### config.mk
export PLATFORM = sky130hd
export DESIGN_NAME = slt_self_check
export DESIGN_NICKNAME = d
export VERILOG_FILES = /design/src/rtl/slt_self_check.sv
export SDC_FILE = /design/constraint.sdc
export NUM_CORES = 1
export LEC_CHECK = 0
export ABC_AREA = 1
export ABC_CLOCK_PERIOD_IN_PS = 2000
export CORE_ASPECT_RATIO = 2
export CORE_MARGIN = 2
export CORE_UTILIZATION = 48
export DETAILED_ROUTE_END_ITERATION = 10
export HOLD_SLACK_MARGIN = 0.12
export PLACE_DENSITY = 0.77
export SLEW_MARGIN = 20
export SYNTH_ARGS = -nofsm -noshare
export SYNTH_HDL_FRONTEND = slang
export SYNTH_SLANG_ARGS = --single-unit
### constraint.sdc
create_clock -name clk -period 2 [get_ports clk]
set_input_delay 0.2 -clock clk [delete_from_list [all_inputs] [get_ports clk]]
set_output_delay 0.2 -clock clk [all_outputs]
set_load 0.01 [all_outputs]
### src/rtl/slt_self_check.sv
// slt_self_check: built-in self-test sequencer for the signed set-less-than
// comparator. Drives operand pairs on A/B, waits SETTLE cycles, samples
// less_in and checks it against a signed golden compare.
//
// Ports:
//   clk, rst_n       clock, asynchronous active-low reset
//   start            one-cycle pulse that starts a run (ignored while busy)
//   A, B             registered operands to the comparator
//   less_in          comparator result (all WIDTH bits are checked)
//   busy, done       run in progress / run finished (held until next start)
//   error            sticky: at least one failure in current/last run
//   pass_count       passing vectors (saturating)
//   fail_count       failing vectors (saturating)
//   fail_a, fail_b   operands of the first failing vector
//   fail_less        less_in captured at the first failure
module slt_self_check #(
  parameter int unsigned WIDTH    = 16,
  parameter int unsigned NUM_RAND = 254,
  parameter int unsigned SETTLE   = 1,
  parameter logic [31:0] SEED     = 32'hACE1_2024
) (
  input  logic             clk,
  input  logic             rst_n,
  input  logic             start,
  output logic [WIDTH-1:0] A,
  output logic [WIDTH-1:0] B,
  input  logic [WIDTH-1:0] less_in,
  output logic             busy,
  output logic             done,
  output logic             error,
  output logic [15:0]      pass_count,
  output logic [15:0]      fail_count,
  output logic [WIDTH-1:0] fail_a,
  output logic [WIDTH-1:0] fail_b,
  output logic [WIDTH-1:0] fail_less
);

  localparam int unsigned TOTAL = 2 + NUM_RAND;
  localparam int unsigned IW    = $clog2(TOTAL + 1);
  localparam int unsigned SW    = (SETTLE > 1) ? $clog2(SETTLE) : 1;

  typedef enum logic [2:0] {
    IDLE  = 3'd0,
    DRIVE = 3'd1,
    WAIT  = 3'd2,
    CHECK = 3'd3,
    DONE  = 3'd4
  } state_t;

  state_t         state;
  logic [31:0]    lfsr;
  logic [IW-1:0]  idx;
  logic [SW-1:0]  wcnt;

  // Fibonacci LFSR, taps 32,22,2,1
  logic [31:0] lfsr_next_c;
  assign lfsr_next_c = {lfsr[30:0], lfsr[31] ^ lfsr[21] ^ lfsr[1] ^ lfsr[0]};

  // Golden result: 1 when A < B as two's-complement values
  logic [WIDTH-1:0] golden_c;
  assign golden_c = ($signed(A) < $signed(B)) ? WIDTH'(1) : WIDTH'(0);

  // Sequencer, operand registers and result bookkeeping
  always_ff @(posedge clk or negedge rst_n) begin
    if (!rst_n) begin
      state      <= IDLE;
      lfsr       <= 32'd0;
      idx        <= '0;
      wcnt       <= '0;
      A          <= '0;
      B          <= '0;
      busy       <= 1'b0;
      done       <= 1'b0;
      error      <= 1'b0;
      pass_count <= 16'd0;
      fail_count <= 16'd0;
      fail_a     <= '0;
      fail_b     <= '0;
      fail_less  <= '0;
    end else begin
      case (state)
        IDLE, DONE: begin
          if (start) begin
            state      <= DRIVE;
            busy       <= 1'b1;
            done       <= 1'b0;
            error      <= 1'b0;
            pass_count <= 16'd0;
            fail_count <= 16'd0;
            fail_a     <= '0;
            fail_b     <= '0;
            fail_less  <= '0;
            lfsr       <= SEED;
            idx        <= '0;
          end
        end

        DRIVE: begin
          // Two fixed vectors first, then LFSR halves; LFSR steps per random vector
          if (idx == IW'(0)) begin
            A <= WIDTH'(4);
            B <= WIDTH'(5);
          end else if (idx == IW'(1)) begin
            A <= WIDTH'(4);
            B <= WIDTH'(1);
          end else begin
            A    <= WIDTH'(lfsr[31:16]);
            B    <= WIDTH'(lfsr[15:0]);
            lfsr <= lfsr_next_c;
          end
          wcnt  <= '0;
          state <= (SETTLE > 0) ? WAIT : CHECK;
        end

        WAIT: begin
          if (wcnt == SW'(SETTLE - 1)) begin
            state <= CHECK;
          end else begin
            wcnt <= wcnt + SW'(1);
          end
        end

        CHECK: begin
          if (less_in == golden_c) begin
            if (pass_count != 16'hFFFF) pass_count <= pass_count + 16'd1;
          end else begin
            if (fail_count != 16'hFFFF) fail_count <= fail_count + 16'd1;
            error <= 1'b1;
            // fail_count never returns to zero once incremented, so this marks the first failure
            if (fail_count == 16'd0) begin
              fail_a    <= A;
              fail_b    <= B;
              fail_less <= less_in;
            end
          end
          if (idx == IW'(TOTAL - 1)) begin
            state <= DONE;
            busy  <= 1'b0;
            done  <= 1'b1;
          end else begin
            idx   <= idx + IW'(1);
            state <= DRIVE;
          end
        end

        default: state <= IDLE;
      endcase
    end
  end

endmodule

Word-level counts from Yosys, hierarchy flattened. Cells that the tools add are included. W data, S select, Z words.

Add/subtract/negate cells: 4. Order comparisons: 1. Eq/ne operators: 20. Mux-type cells: 42. Bitwise logic cells: 3. Reduce and logical (&&, ||, !) cells: 15.

Operator list (count): $mux W16 (15); $pmux W16 S2 (5); $mux W32 (3); $pmux W32 S2 (1); $add A16 B1 Y16 const B (2); $ne A16 B16 Y1 const B (2); $ne A2 B2 Y1 const B (11); $mux W9 (2); $pmux W9 S2 (1); $eq A16 B1 Y1 (1); $logic_not A16 Y1 (1); $lt A16 B16 Y1 (1); $reduce_and A4 Y1 (4); $pmux W3 S4 (1); $add A9 B1 Y9 const B (1); $eq A9 B1 Y1 const B (1); $eq A9 B8 Y1 const B (1); $logic_not A9 Y1 (1); $mux W3 (3); $reduce_and A3 Y1 (3); $pmux W1 S2 (4); $mux W1 (7); $eq A3 B2 Y1 const B (2); $reduce_bool A2 Y1 (3); 7 further kinds (9).

Flip-flop bits (word level): 160. Input port bits: 19. Output and inout port bits: 115. Logic and storage cells: 99.

Logic depth before layout (Yosys ltp).
Depth after elaboration: 6. Mapped depth: 18. Depth with buffers taken out: 16.

Worst setup path after synthesis. No wires, ideal clock.

Path kind: register to register. From: register B[15]. To: register fail_a[4]. Library setup time: 122 ps. Arrival: 2039 ps. Required time: 1878 ps. Path slack: -161 ps. Stages on the path, launching flop included: 14. Path buffers: 2. Clock period less this slack: 2161 ps. Cell sequence: dfrtp_1 inv_1 ha_1 nand2_1 nor4_1 nand2_1 nand3_1 nand3_2 nand3_4 nand2_4 buf_12 buf_8 nand2_1 o21ai_2.

Longest elaborated chain between the ends: 5.

RTL lines: start, declared (RTL line 26) `output logic [WIDTH-1:0] B,`; start signal, assigned (RTL line 108) `B <= WIDTH'(lfsr[15:0]);`; $lt A16 B16 Y1 (RTL line 61) `assign golden_c = ($signed(A) < $signed(B)) ? WIDTH'(1) : WIDTH'(0);`; $mux W1 (RTL line 61); $eq A16 B1 Y1 (RTL line 124) `if (less_in == golden_c) begin`; $ne A2 B2 Y1 (no line); $reduce_and A4 Y1 (no line); end signal, assigned (RTL line 77) `fail_a <= '0;`; end signal, assigned (RTL line 90) `fail_a <= '0;`; end signal, assigned (RTL line 131) `fail_a <= A;`; end, declared (RTL line 33) `output logic [WIDTH-1:0] fail_a,`.

Every way passes these cells. A chain may end at the register's enable or synchronous reset.

Worst setup path after layout.
From: register B[8]. To: register fail_count[5].

Longest elaborated chain between the ends: 5.

RTL lines: $lt A16 B16 Y1 (RTL line 61); $mux W1 (RTL line 61); $eq A16 B1 Y1 (RTL line 124); $ne A2 B2 Y1 (no line); $reduce_and A4 Y1 (no line); end signal, assigned (RTL line 127) `if (fail_count != 16'hFFFF) fail_count <= fail_count + 16'd1;`; end, declared (RTL line 32) `output logic [15:0] fail_count,`.

Every way passes these cells.

==> out/metrics.cfg <==
[worst_setup_path]
slowest_stage = dfrtp_1
slowest_delay_ns = 0.37
r2r-end = fail_count[5]
crit_type = flip-flop to flip-flop
critPathMaxFanout = 8
r2r_cells = 14
end_kind = flip-flop
worstPathArrival_ns = 2.68
r2r_slack_ns = -0.34
path_cells = inv_1, ha_4, nand2_4, nor4_4, nand2_4, nand2_1, nand2_1, nand3_2, nand3_4, buf_6, nand2_8, buf_12, nand2_2, o21ai_1
rr_startpoint = B[8]
critPathRequiredTime_ns = 2.35
critPathLaunchType = flip-flop

[floorplanning]
pin_count = 134
design.die.area_sq_um = 17100
initial_core_util = 0.488
rows = 65
die_w_um = 93.4
core-area_sq_um = 15700
die_y_um = 183

[detailed_routing]
drt-total-wl_mm = 24.4
drt_iter0_markers = 512
vias_per_cell = 5.52
wl_per_cell_um = 18.5
vias = 7272
drt_first_pass_iters = 5
antenna_left = 0
drcViolationCount = 0

[logic_synthesis]
synthTopCellsByArea = dfrtp_1, nand2_1, inv_1
synth_ff_type = dfrtp_1
syn_inst = 862
yosys-mux-area-fraction = 0
avgSynthCellArea_sq_um = 8.89
synthAdderAreaFrac = 0.0359
synth_edf_count = 0
synthesis.area_sq_um = 7660
synth-simple-area-share = 0.219
yosysTopAreaCellShare = 0.519
synth_compound_area_frac = 0.131
ys_warn_count = 0
synth_top_family_by_area = simple AND/OR/NAND/NOR gates
synthXorXnorAreaFrac = 0.0171
yosys.cell_types.count = 47
synth_area_leader_cell = dfrtp_1
ys_ff_latch = 159
synth_fp_nets = 903
ys_seq_area_frac = 0.519
async_flop_share = 1.00

[timing]
setup_viol = 81
slew_violations = 0
finClkSkew_ns = 0.0125
hold_viol = 0
post-route-period-util = 1.17
worst_pin_slew_ns = 0.483
max_freq_mhz = 428
min_period_ns = 2.34
setup_ws_ns = -0.335
whs_ns = 0.171
rsz0062_at_grt = yes
slew_headroom = 0.678

[place]
placed_cell_area_sq_um = 9970
io_buffers = 133
dp_hpwl_mm = 15.7
gp_congestion = 0.886
place_inst = 1262

[global_route]
grt_util_all_layers = 0.266
grt_max_degree = 77
grt_pass1_wl_mm = 35.4
grt-ovfl-total = 0
use_met2 = 0.484
met3_usage = 0.0351
grtUsageMet1 = 0.287
grt_pass1_vias = 7056
busiest_layer = met2
antenna_found_initial = 0

[final_layout]
nets = 1144
final.fill_count = 1055
n_antenna_cell = 0
final_cell_area_sq_um = 11400
multi_input_area_sq_um = 3670
layout.cells.non_filler = 1317
area_growth_pct = 48.6
layout-drive-gt1-share = 0.282
regArea_sq_um = 3980

[clock_tree]
cts-root-buf = clkbuf_16
cts_num_sinks = 159
htree_levels = 4
cts_tree = yes
path_clk_slew_ns = 0.07
cts_buffer_depth = 2
clk_latency_ns = 0.43
cts_buffers = 17

[power_and_ir_drop]
powerDensity_nw_per_um2 = 1570
leakagePower_uw = 0.00523
ir_drop_uv = 1140

[worst_hold_path]
hp-class = input port to asynchronous set/reset pin

[flow_run]
maxCapViolCount = 0

[run_status]
violations = setup timing
status = complete, but fails checks

## critical path, delay by kind of cell, from the launching register on
kind	cells	cell delay, ns
AO/OA/AOI/OAI	1	0.09
AND/OR/NAND/NOR	9	1.07
adder cells (fa/ha/maj)	1	0.29
flip-flops	1	0.37
buffers and inverters	3	0.43
## routing by layer
metal | vias up | part of all wire
li1 | 3357 | -
met1 | 3525 | 0.35
met2 | 274 | 0.54
met3 | 116 | 0.038
met4 | 0 | 0.069
met5 | - | 0
## report_power, final
part           switching (uW)  internal [uW]  leakage [uW]
logic                    5240           4460       0.00283
clock network            1380           1920      0.000280
registers                 695           4200       0.00212
total                    7320          10600       0.00523
## layout by cell type (no fill, tap or decap), drive strengths merged, types with 10 or more instances in the layout
| master | netlist | final |
|---|---|---|
| xor2 | 10 | 10 |
| nor4 | 10 | 10 |
| nand2 | 226 | 227 |
| a21oi | 24 | 24 |
| o21ai | 100 | 100 |
| dfrtp | 159 | 159 |
| nand3b | 18 | 18 |
| buf | 19 | 120 |
| nand3 | 43 | 43 |
| clkbuf | 19 | 25 |
| nand4 | 12 | 14 |
| clkdlybuf4s50 | 0 | 132 |
| nor2 | 30 | 30 |
| ha | 22 | 22 |
| o22ai | 36 | 36 |
| inv | 99 | 101 |
| nor3 | 15 | 15 |
## area by class of cell
| cell class | count | area share |
|---|---|---|
| clock inverters | 11 | 0.0115 |
| flip-flops and latches | 159 | 0.349 |
| multi-input cells | 569 | 0.322 |
| inverters | 99 | 0.0326 |
| repair buffers | 257 | 0.221 |
| clock buffers | 21 | 0.0404 |
| well taps | 201 | 0.0221 |
## stage by stage
step,setup slack (ns),TNS (ns),power (uW),util
final,-0.335,-21.02,17900,0.726
after detailed placement,-0.314,-21.27,12400,0.635
after global routing,-0.421,-28.70,18800,0.726
after CTS,-0.183,-10.57,16400,0.694
after floorplan,-0.117,-4.27,8870,-
after global placement,-0.260,-16.20,12200,0.635
## flip-flops by register name, summed over array words and instances (netlist names), 3 cells and up
register	flops
B	16
fail_count	16
idx	9
state	3
A	16
lfsr	32
fail_b	16
fail_a	16
pass_count	16
fail_less	16
## Yosys cell counts, drive strengths merged, types with 2 or more instances
library cell / number
or2: 3
nand2: 226
nor4: 10
dfrtp: 159
a21oi: 24
nand3: 43
o22ai: 36
buf: 19
xnor2: 5
xor2: 10
inv: 99
ha: 22
nand4: 12
nand3b: 18
nor2: 30
o21ai: 100
clkbuf: 19
nor3: 15
o211ai: 2
## worst max-delay path by stage
stage                           start        endpoint  slack (ns)  depth (start not counted)
after floorplan                  B[5]       fail_a[4]       -0.12                         16
after global placement    less_in[14]  pass_count[12]       -0.26                          9
after detailed placement  less_in[14]   pass_count[2]       -0.31                          8
after CTS                        A[3]      fail_b[15]       -0.18                         14
after global routing             B[1]  fail_count[11]       -0.42                         18
final                            B[8]   fail_count[5]       -0.34                         14
## cells by family after synthesis
logic type / count (synthesis)
simple gates: 358
compound gates: 171
flops: 159
buf+inv: 137
fa+ha+maj: 22
xor+xnor: 15
## timing repair
| action | 4_1_cts | 5_1_grt |
|---|---|---|
| buffers inserted | 8 | 6 |
| pin swaps | 10 | 11 |
| endpoints found under the setup margin | 81 | 88 |
| hold buffers | 1 | 0 |
| gates cloned | 3 | 6 |
| gates resized for setup | 46 | 97 |
| hold endpoints to repair | 159 | 0 |
Power figures use the tool's default switching activity.
